### config.mk
export PLATFORM = sky130hd
export DESIGN_NAME = alu_share_arbiter
export DESIGN_NICKNAME = d
export VERILOG_FILES = /design/src/rtl/alu_pkg.sv /design/src/rtl/alu.sv /design/src/rtl/alu_rr_arb2.sv /design/src/rtl/alu_share_arbiter.sv
export SDC_FILE = /design/constraint.sdc
export NUM_CORES = 1
export LEC_CHECK = 0
export BUFFER_PORTS_ARGS = -buffer_cell sky130_fd_sc_hd__buf_2
export CAP_MARGIN = 20
export CORE_ASPECT_RATIO = 0.7
export CORE_MARGIN = 8
export CORE_UTILIZATION = 30
export CTS_CLUSTER_DIAMETER = 200
export CTS_CLUSTER_SIZE = 8
export DETAILED_ROUTE_END_ITERATION = 10
export SYNTH_ARGS = -nofsm -noshare
export SYNTH_HDL_FRONTEND = slang
export SYNTH_SLANG_ARGS = --single-unit
### constraint.sdc
create_clock -name clk -period 4.9 [get_ports clk]
set_input_delay 0.98 -clock clk [delete_from_list [all_inputs] [get_ports clk]]
set_output_delay 0.98 -clock clk [all_outputs]
set_load 0.005 [all_outputs]
### src/rtl/alu_pkg.sv
// Shared types and constants for the two-port ALU arbiter and its datapath.
package alu_pkg;

    typedef enum logic [1:0] {
        ALU_ADD = 2'b00,
        ALU_SUB = 2'b01,
        ALU_AND = 2'b10,
        ALU_OR  = 2'b11
    } alu_op_t;

    typedef logic [1:0] arb_state_t;

    localparam arb_state_t IDLE = 2'd0;
    localparam arb_state_t EXEC = 2'd1;
    localparam arb_state_t RESP = 2'd2;

    localparam int DEFAULT_DATA_WIDTH = 5;

endpackage

### src/rtl/alu.sv
// Shared ALU datapath: ADD/SUB/AND/OR with wraparound arithmetic and a zero flag.
module alu
    import alu_pkg::*;
#(
    parameter int DATA_WIDTH = DEFAULT_DATA_WIDTH
) (
    input  logic [DATA_WIDTH-1:0] data_rs1,
    input  logic [DATA_WIDTH-1:0] source_2,
    input  alu_op_t               alu_op,
    output logic [DATA_WIDTH-1:0] ALU_result,
    output logic                  zero
);

    always_comb begin
        ALU_result = '0;
        case (alu_op)
            ALU_ADD: ALU_result = data_rs1 + source_2;
            ALU_SUB: ALU_result = data_rs1 - source_2;
            ALU_AND: ALU_result = data_rs1 & source_2;
            ALU_OR:  ALU_result = data_rs1 | source_2;
            default: ALU_result = '0;
        endcase
    end

    assign zero = (ALU_result == '0);

endmodule

### src/rtl/alu_rr_arb2.sv
// Two-way grant selection. Defining ALU_SHARE_ARBITER_FIXED_PRIO_EN makes
// requester 0 win every contested cycle instead of alternating.
module alu_rr_arb2 (
    input  logic [1:0] valid,
    input  logic       last_grant,
    output logic       grant_id,
    output logic       grant_valid
);

`ifdef ALU_SHARE_ARBITER_FIXED_PRIO_EN
    localparam bit ROUND_ROBIN = 1'b0;
`else
    localparam bit ROUND_ROBIN = 1'b1;
`endif

    always_comb begin
        grant_valid = |valid;
        grant_id    = 1'b0;
        if (valid == 2'b11)
            grant_id = ROUND_ROBIN ? ~last_grant : 1'b0;
        else
            grant_id = valid[1];
    end

endmodule

### src/rtl/alu_share_arbiter.sv
// Shares one ALU between two valid/ready requesters; build option
// ALU_SHARE_ARBITER_FIXED_PRIO_EN selects fixed priority in alu_rr_arb2.
//
//  state | meaning
//  IDLE  | waiting for a request; grant offered combinationally via reqN_ready
//  EXEC  | ALU evaluates captured operands; result loads into rsp{grant}
//  RESP  | response held until rsp{grant}_ready handshake
module alu_share_arbiter
    import alu_pkg::*;
#(
    parameter int DATA_WIDTH = DEFAULT_DATA_WIDTH
) (
    input  logic                  clk,
    input  logic                  rst,

    input  logic                  req0_valid,
    output logic                  req0_ready,
    input  logic [1:0]            req0_op,
    input  logic [DATA_WIDTH-1:0] req0_a,
    input  logic [DATA_WIDTH-1:0] req0_b,

    input  logic                  req1_valid,
    output logic                  req1_ready,
    input  logic [1:0]            req1_op,
    input  logic [DATA_WIDTH-1:0] req1_a,
    input  logic [DATA_WIDTH-1:0] req1_b,

    output logic                  rsp0_valid,
    input  logic                  rsp0_ready,
    output logic [DATA_WIDTH-1:0] rsp0_result,
    output logic                  rsp0_zero,

    output logic                  rsp1_valid,
    input  logic                  rsp1_ready,
    output logic [DATA_WIDTH-1:0] rsp1_result,
    output logic                  rsp1_zero,

    output logic                  busy
);

    arb_state_t            state;
    logic                  last_grant;
    logic                  grant_q;
    logic                  grant_id;
    logic                  grant_valid;
    logic                  rsp_ack;
    alu_op_t               op_q;
    logic [DATA_WIDTH-1:0] a_q;
    logic [DATA_WIDTH-1:0] b_q;
    logic [DATA_WIDTH-1:0] alu_result;
    logic                  alu_zero;

    alu_rr_arb2 u_arb (
        .valid       ({req1_valid, req0_valid}),
        .last_grant  (last_grant),
        .grant_id    (grant_id),
        .grant_valid (grant_valid)
    );

    alu #(
        .DATA_WIDTH (DATA_WIDTH)
    ) u_alu (
        .data_rs1   (a_q),
        .source_2   (b_q),
        .alu_op     (op_q),
        .ALU_result (alu_result),
        .zero       (alu_zero)
    );

    // Ready is gated by rst so nothing is offered while reset is held.
    assign req0_ready = ~rst && (state == IDLE) && grant_valid && ~grant_id;
    assign req1_ready = ~rst && (state == IDLE) && grant_valid &&  grant_id;
    assign rsp_ack    = grant_q ? rsp1_ready : rsp0_ready;
    assign busy       = (state != IDLE);

    always_ff @(posedge clk or posedge rst) begin
        if (rst) begin
            state       <= IDLE;
            last_grant  <= 1'b1;
            grant_q     <= 1'b0;
            op_q        <= ALU_ADD;
            a_q         <= '0;
            b_q         <= '0;
            rsp0_valid  <= 1'b0;
            rsp0_result <= '0;
            rsp0_zero   <= 1'b0;
            rsp1_valid  <= 1'b0;
            rsp1_result <= '0;
            rsp1_zero   <= 1'b0;
        end else begin
            case (state)
                IDLE: begin
                    if (req0_ready || req1_ready) begin
                        grant_q    <= grant_id;
                        last_grant <= grant_id;
                        op_q       <= grant_id ? alu_op_t'(req1_op) : alu_op_t'(req0_op);
                        a_q        <= grant_id ? req1_a : req0_a;
                        b_q        <= grant_id ? req1_b : req0_b;
                        state      <= EXEC;
                    end
                end
                EXEC: begin
                    if (grant_q) begin
                        rsp1_valid  <= 1'b1;
                        rsp1_result <= alu_result;
                        rsp1_zero   <= alu_zero;
                    end else begin
                        rsp0_valid  <= 1'b1;
                        rsp0_result <= alu_result;
                        rsp0_zero   <= alu_zero;
                    end
                    state <= RESP;
                end
                RESP: begin
                    if (rsp_ack) begin
                        rsp0_valid <= 1'b0;
                        rsp1_valid <= 1'b0;
                        state      <= IDLE;
                    end
                end
                default: state <= IDLE;
            endcase
        end
    end

endmodule
Yosys cells after proc, flatten, opt, wreduce, memory -nomap -nowiden
Index checks and enable logic that the tools add are counted.
Operators by class
  add/subtract/negate cells: 2
  reduce and logical (&&, ||, !) cells: 17
  bitwise operators: 6
  muxes and demuxes: 14
  equality and inequality tests: 10
Operator list (number)
  $pmux 5 s4: 1
  $mux 5: 2
  $eq 2x2->1 const B: 4
  $reduce_and 2->1: 4
  $mux 2: 3
  $ne 2x2->1 const B: 3
  $pmux 2 s3: 1
  $reduce_and 3->1: 2
  $add 5x5->5: 1
  $and 5x5->5: 1
  $logic_not 5->1: 1
  $mux 1: 5
  $or 5x5->5: 1
  $sub 5x5->5: 1
  $eq 2x1->1 const B: 2
  $logic_and 1x1->1: 4
  $logic_not 2->1: 2
  $not 1->1: 4
  $pmux 1 s2: 2
  $reduce_bool 2->1: 2
  $ne 2x1->1 const B: 1
  $reduce_or 2->1: 1
  $logic_or 1x1->1: 1
Storage, ports and cells
  bits of input ports: 30
  word-level logic and storage cells: 61
  output and inout port bits: 17
  flip-flop bits (word level): 30

Longest topological paths before layout
  depth in word-level cells: 7
  depth in mapped cells: 11

By module
A second synthesis with hierarchy kept.
Unflattened totals
  cells, all modules: 167
  area total of the unflattened synthesis: 1731.7 um2
By module, submodules not included
  alu_share_arbiter: area each 1277.5 um2, cells each 106, instances 1, seq. area each 752.0 um2
  alu: area each 440.4 um2, cells each 59, instances 1, seq. area each 0.0 um2
  alu_rr_arb2: area each 13.8 um2, cells each 2, instances 1, seq. area each 0.0 um2

Worst setup path after synthesis
OpenSTA, ideal clock, no wires.
  path kind: register to register
  start point: register op_q[1]
  end point: register rsp1_zero
  buffers on the path: 1
  data required time: 4776 ps
  library setup time: 124 ps
  stages on the path, launching flop included: 12
  slack: 2291 ps
  arrival time: 2485 ps
  cell sequence: dfrtp_1 -> clkbuf_1 -> nand2b_1 -> nand2_1 -> o21ai_0 -> fa_1 -> nand2b_1 -> o2bb2ai_2 -> and4bb_1 -> o41ai_2 -> o211a_1 -> o31ai_1
Between the ends
  cells in the longest elaborated chain, start to end: 3
RTL lines
  from (decl): line alu_share_arbiter.sv:47  | alu_op_t op_q;
  from (signal assigned): line alu_share_arbiter.sv:96  | op_q <= grant_id ? alu_op_t'(req1_op) : alu_op_t'(req0_op);
  $eq 2x2->1, or another cell as far along: line alu.sv:16  | case (alu_op)
  $pmux 5 s4 *: line alu.sv:16
  $logic_not 5->1 *: line alu.sv:25  | assign zero = (ALU_result == '0);
  to (signal assigned): line alu_share_arbiter.sv:106  | rsp1_zero <= alu_zero;
  to (decl): line alu_share_arbiter.sv:36  | output logic rsp1_zero,
Mark *: on every way between the ends. The rest lies on a longest branch, timed or not.
A chain may end at the register's enable or synchronous reset.

Worst setup path after layout
  start point: input port rst
  end point: output port req0_ready
Between the ends
  cells in the longest elaborated chain, start to end: 4
RTL lines
  from (decl): line alu_share_arbiter.sv:14  | input logic rst,
  $not 1->1: line alu_share_arbiter.sv:71  | assign req0_ready = ~rst && (state == IDLE) && grant_valid && ~grant_id;
  $logic_and 1x1->1 (3 in series): line alu_share_arbiter.sv:71
  to (decl): line alu_share_arbiter.sv:17  | output logic req0_ready,
No other way between the ends.

==> key figures <==
Clocking
  • PostCTS Resize Cnt: 0
  • CTS tree: yes
  • Post-CTS Setup Repair Bufs: 0
  • Htree depth: 2
  • Clk_lat worst skew: 0.27 ns
  • Hold_buf cts: 0
  • Num Clock Sinks: 30
  • Bufs on Longest Clock Path: 2
  • CTS buffer count: 5
  • Reg clk slew, reported paths: 0.06 ns
  • Root Buffer: clkbuf_8

Power
  • Pwr dens: 750 nW/um^2
  • Share of power burned in the clock network: 13.0%
  • Switching power of the nets: 0.674 mW
  • Sw Ratio: 43.9%
  • VDD IR max: 240 uV
  • Seq pwr share: 32.1%
  • Pint: 0.860 mW
  • Leak Pwr: 1.05 nW
  • Comb pwr share: between 50% and 60%

STA
  • Worst Tran Pin Value: 0.626 ns
  • Tmin final: 3.19 ns
  • Clk_skew: 0.00522 ns
  • Worst slew margin: 58.3%
  • Final worst-path setup slack: 1.71 ns
  • Fin crit share: 65.1%
  • Fmax: 313 MHz
  • # setup viols final: 0
  • Final hold vios: 0
  • RSZ-0062 raised after global routing: no
  • Final Max Tran Viols: 0
  • Setup_tns: 0 ns

Placed design
  • IO Port Bufs: 46
  • Setup Slack @ Placement: 1.72 ns
  • Post-DP HPWL: 3160 um
  • RePlAce Congestion: 0.797

Yosys
  • Count leader, synth: dfrtp_1
  • Area contributors post-synth: dfrtp_1 44%, a222oi_1 7.2%, nand2_1 5.9%
  • Register area share after synthesis: 45.2%
  • Yosys warning total: 0
  • Ys async rst share: 100%
  • Top_reg_cell synth: dfrtp_1
  • Area share of the largest cell type after synthesis: 43.6%
  • Synth Net Count: 216
  • Number of synthesized flops with an enable pin: 0
  • Mean post-synth cell area: 9.35 sq um
  • Cell taking the most area after synthesis: dfrtp_1
  • Seq cells post-synth: 30
  • Mapped Cells: 178
  • Yosys cell types: 42
  • Top cells by count, synth: 29 x dfrtp_1, 26 x nand2_1, 22 x inv_1, 18 x o21ai_0, 12 x a222oi_1
  • Mapped cell area: between 1500 and 2000 sq um

Routing
  • Vias per cell: roughly 4.7
  • First-pass iteration count of the detailed router: 5
  • Wire per inst: 13.5 um
  • Drc violations: 0
  • Detail Route Antenna Nets: 0
  • Vias post-DR: 1406
  • Routed WL: 4010 um
  • First DRT Iteration DRCs: 70

Global route
  • GRT Residual Overflow: 0
  • Gr usage total: approximately a tenth
  • Global-route wire length before repair: 6640 um
  • Largest net degree at the start of global routing: 31
  • Vias in the first global route: 1367
  • Initial antenna violation count: 0

Worst setup path
  • Critical Path RT: around 4 ns
  • CP Capture Type: output pin
  • Most used cell along the critical path: buf_2
  • Worst Path Max Fanout: 16
  • Max stage delay on crit path: 0.52 ns
  • Crit start category: input pin
  • Critical Path AT: 2.21 ns
  • Worst-path cell chain: buf_2 > nor2_1 > o21ai_2 > a21oi_2 > buf_2
  • Slowest library cell on the worst path: a21oi_2
  • Worst R2R Path Depth: 10
  • WS Path Type: in -> out

Layout
  • Layout Nets: 262
  • Multi-input combinational cell area: 795 sq um
  • Share of cells above drive strength 1: 27.1%
  • Antenna diodes: 0
  • Fillers: 563
  • Area occupied by registers: about 750 sq um
  • P&R area growth vs syn: 23.0%

Floorplanning
  • # rows: 22
  • CORE AREA: between 5000 and 6000 sq um
  • Boundary pin count: between 40 and 50
  • Die area: ~8200 sq um
  • Chip Height: 78.3 um
  • Initial Utilization: between 30% and 40%
  • Die width: 105 um

Worst hold path
  • WHS Path Cells: 2
  • Tightest Hold Check Type: reg -> reg

Job
  • # Max-Cap Violations: 0

Outcome
  • Status: complete, no violations
## routing by layer
layer	track usage (%)	part of all wire (%)	wire (um)
met1	14.1	52	2080
met2	12.8	38	1540
met3	4.98	9.2	369
met4	2.13	0.37	15
met5	0	0	0
## per-stage QoR
| step | power [mW] | hold WS [ns] | instance area (sq um) | utilization (%) | cells |
|---|---|---|---|---|---|
| floorplan | 1.11 | 0.473 | 1660 | - | 178 |
| global placement | 1.32 | 0.457 | 1960 | 37.0 | 289 |
| detailed placement | 1.34 | 0.466 | 1960 | 37.0 | 289 |
| CTS | 1.55 | 0.480 | 2050 | 38.7 | 297 |
| global route | 1.70 | 0.503 | 2050 | 38.7 | 297 |
| finish | 1.53 | 0.472 | 2050 | 38.7 | 297 |
## layout by cell type (no fill, tap or decap), drive strengths merged, types with 2 or more instances in the layout
| cell type | synthesis | final |
|---|---|---|
| and4bb | 2 | 2 |
| nor3 | 2 | 2 |
| a21oi | 3 | 3 |
| nand2 | 26 | 26 |
| xnor2 | 2 | 2 |
| xor2 | 2 | 2 |
| a222oi | 12 | 12 |
| nor2b | 3 | 3 |
| buf | 5 | 47 |
| o21ai | 22 | 22 |
| or2 | 2 | 2 |
| o31ai | 3 | 3 |
| inv | 22 | 22 |
| a21o | 2 | 2 |
| ha | 7 | 7 |
| nand2b | 5 | 5 |
| nor2 | 9 | 9 |
| nand3 | 2 | 2 |
| clkbuf | 3 | 8 |
| dfrtp | 29 | 29 |
## power groups by stage
| stage | Sequential, mW | Clock [mW] | Combinational, mW |
|---|---|---|---|
| CTS | 0.494 | 0.207 | 0.848 |
| detailed placement | 0.499 | 0 | 0.843 |
| floorplan | 0.452 | 0 | 0.659 |
| finish | 0.492 | 0.200 | 0.842 |
| global placement | 0.495 | 0 | 0.823 |
| global route | 0.516 | 0.221 | 0.964 |
## worst max-delay path, delay by kind of cell
family                 cells  cell delay, ns
AO/OA/AOI/OAI              2            0.74
buffers and inverters      2            0.33
AND/OR/NAND/NOR            1            0.16
## layout make-up
type                       count  share of cell area (%)
multi-input combinational    118                    38.8
sequential                    30                    36.7
timing repair buffer          47                    11.6
clock buffer                   8                    4.40
tap                           72                    4.40
inverter                      22                    4.03
## cells by family (layout without fill, tap and decap cells)
| family | after synthesis | count (layout) | synth area share, % |
|---|---|---|---|
| and+or+nand+nor | 53 | 53 | 15.1 |
| AOI/OAI and AO/OA | 51 | 51 | 22.8 |
| DFF | 30 | 30 | 45.2 |
| buffers and inverters | 30 | 77 | 7.07 |
| adders and majority gates | 8 | 8 | 6.47 |
| xor gates and xnor gates | 4 | 4 | 2.11 |
| muxes | 2 | 2 | 1.28 |
## flip-flops by register name (all words and copies together), names as in the netlist
register / flops
state: 2
last_grant: 1
rsp1_result: 5
grant_q: 1
op_q: 2
a_q: 5
rsp1_zero: 1
rsp0_zero: 1
rsp1_valid: 1
b_q: 5
rsp0_valid: 1
rsp0_result: 5
## path summary, 6_finish.rpt
| kind | startpoint | slack [ns] | to |
|---|---|---|---|
| worst max-delay path | rst | 1.71 | req0_ready |
| worst min-delay path | rsp0_result[2]$_DFFE_PP0P_ | 0.47 | rsp0_result[2]$_DFFE_PP0P_ |
| worst max register to register | op_q[1]$_DFFE_PP0P_ | 2.04 | rsp0_zero$_DFFE_PP0P_ |
| worst min register to register | rsp0_result[2]$_DFFE_PP0P_ | 0.47 | rsp0_result[2]$_DFFE_PP0P_ |
| max in group asynchronous | rst | 3.80 | last_grant$_DFFE_PP1P_ |
| min in group asynchronous | rst | 0.79 | a_q[1]$_DFFE_PP0P_ |
No activity file was read; power rests on OpenSTA's default activity.
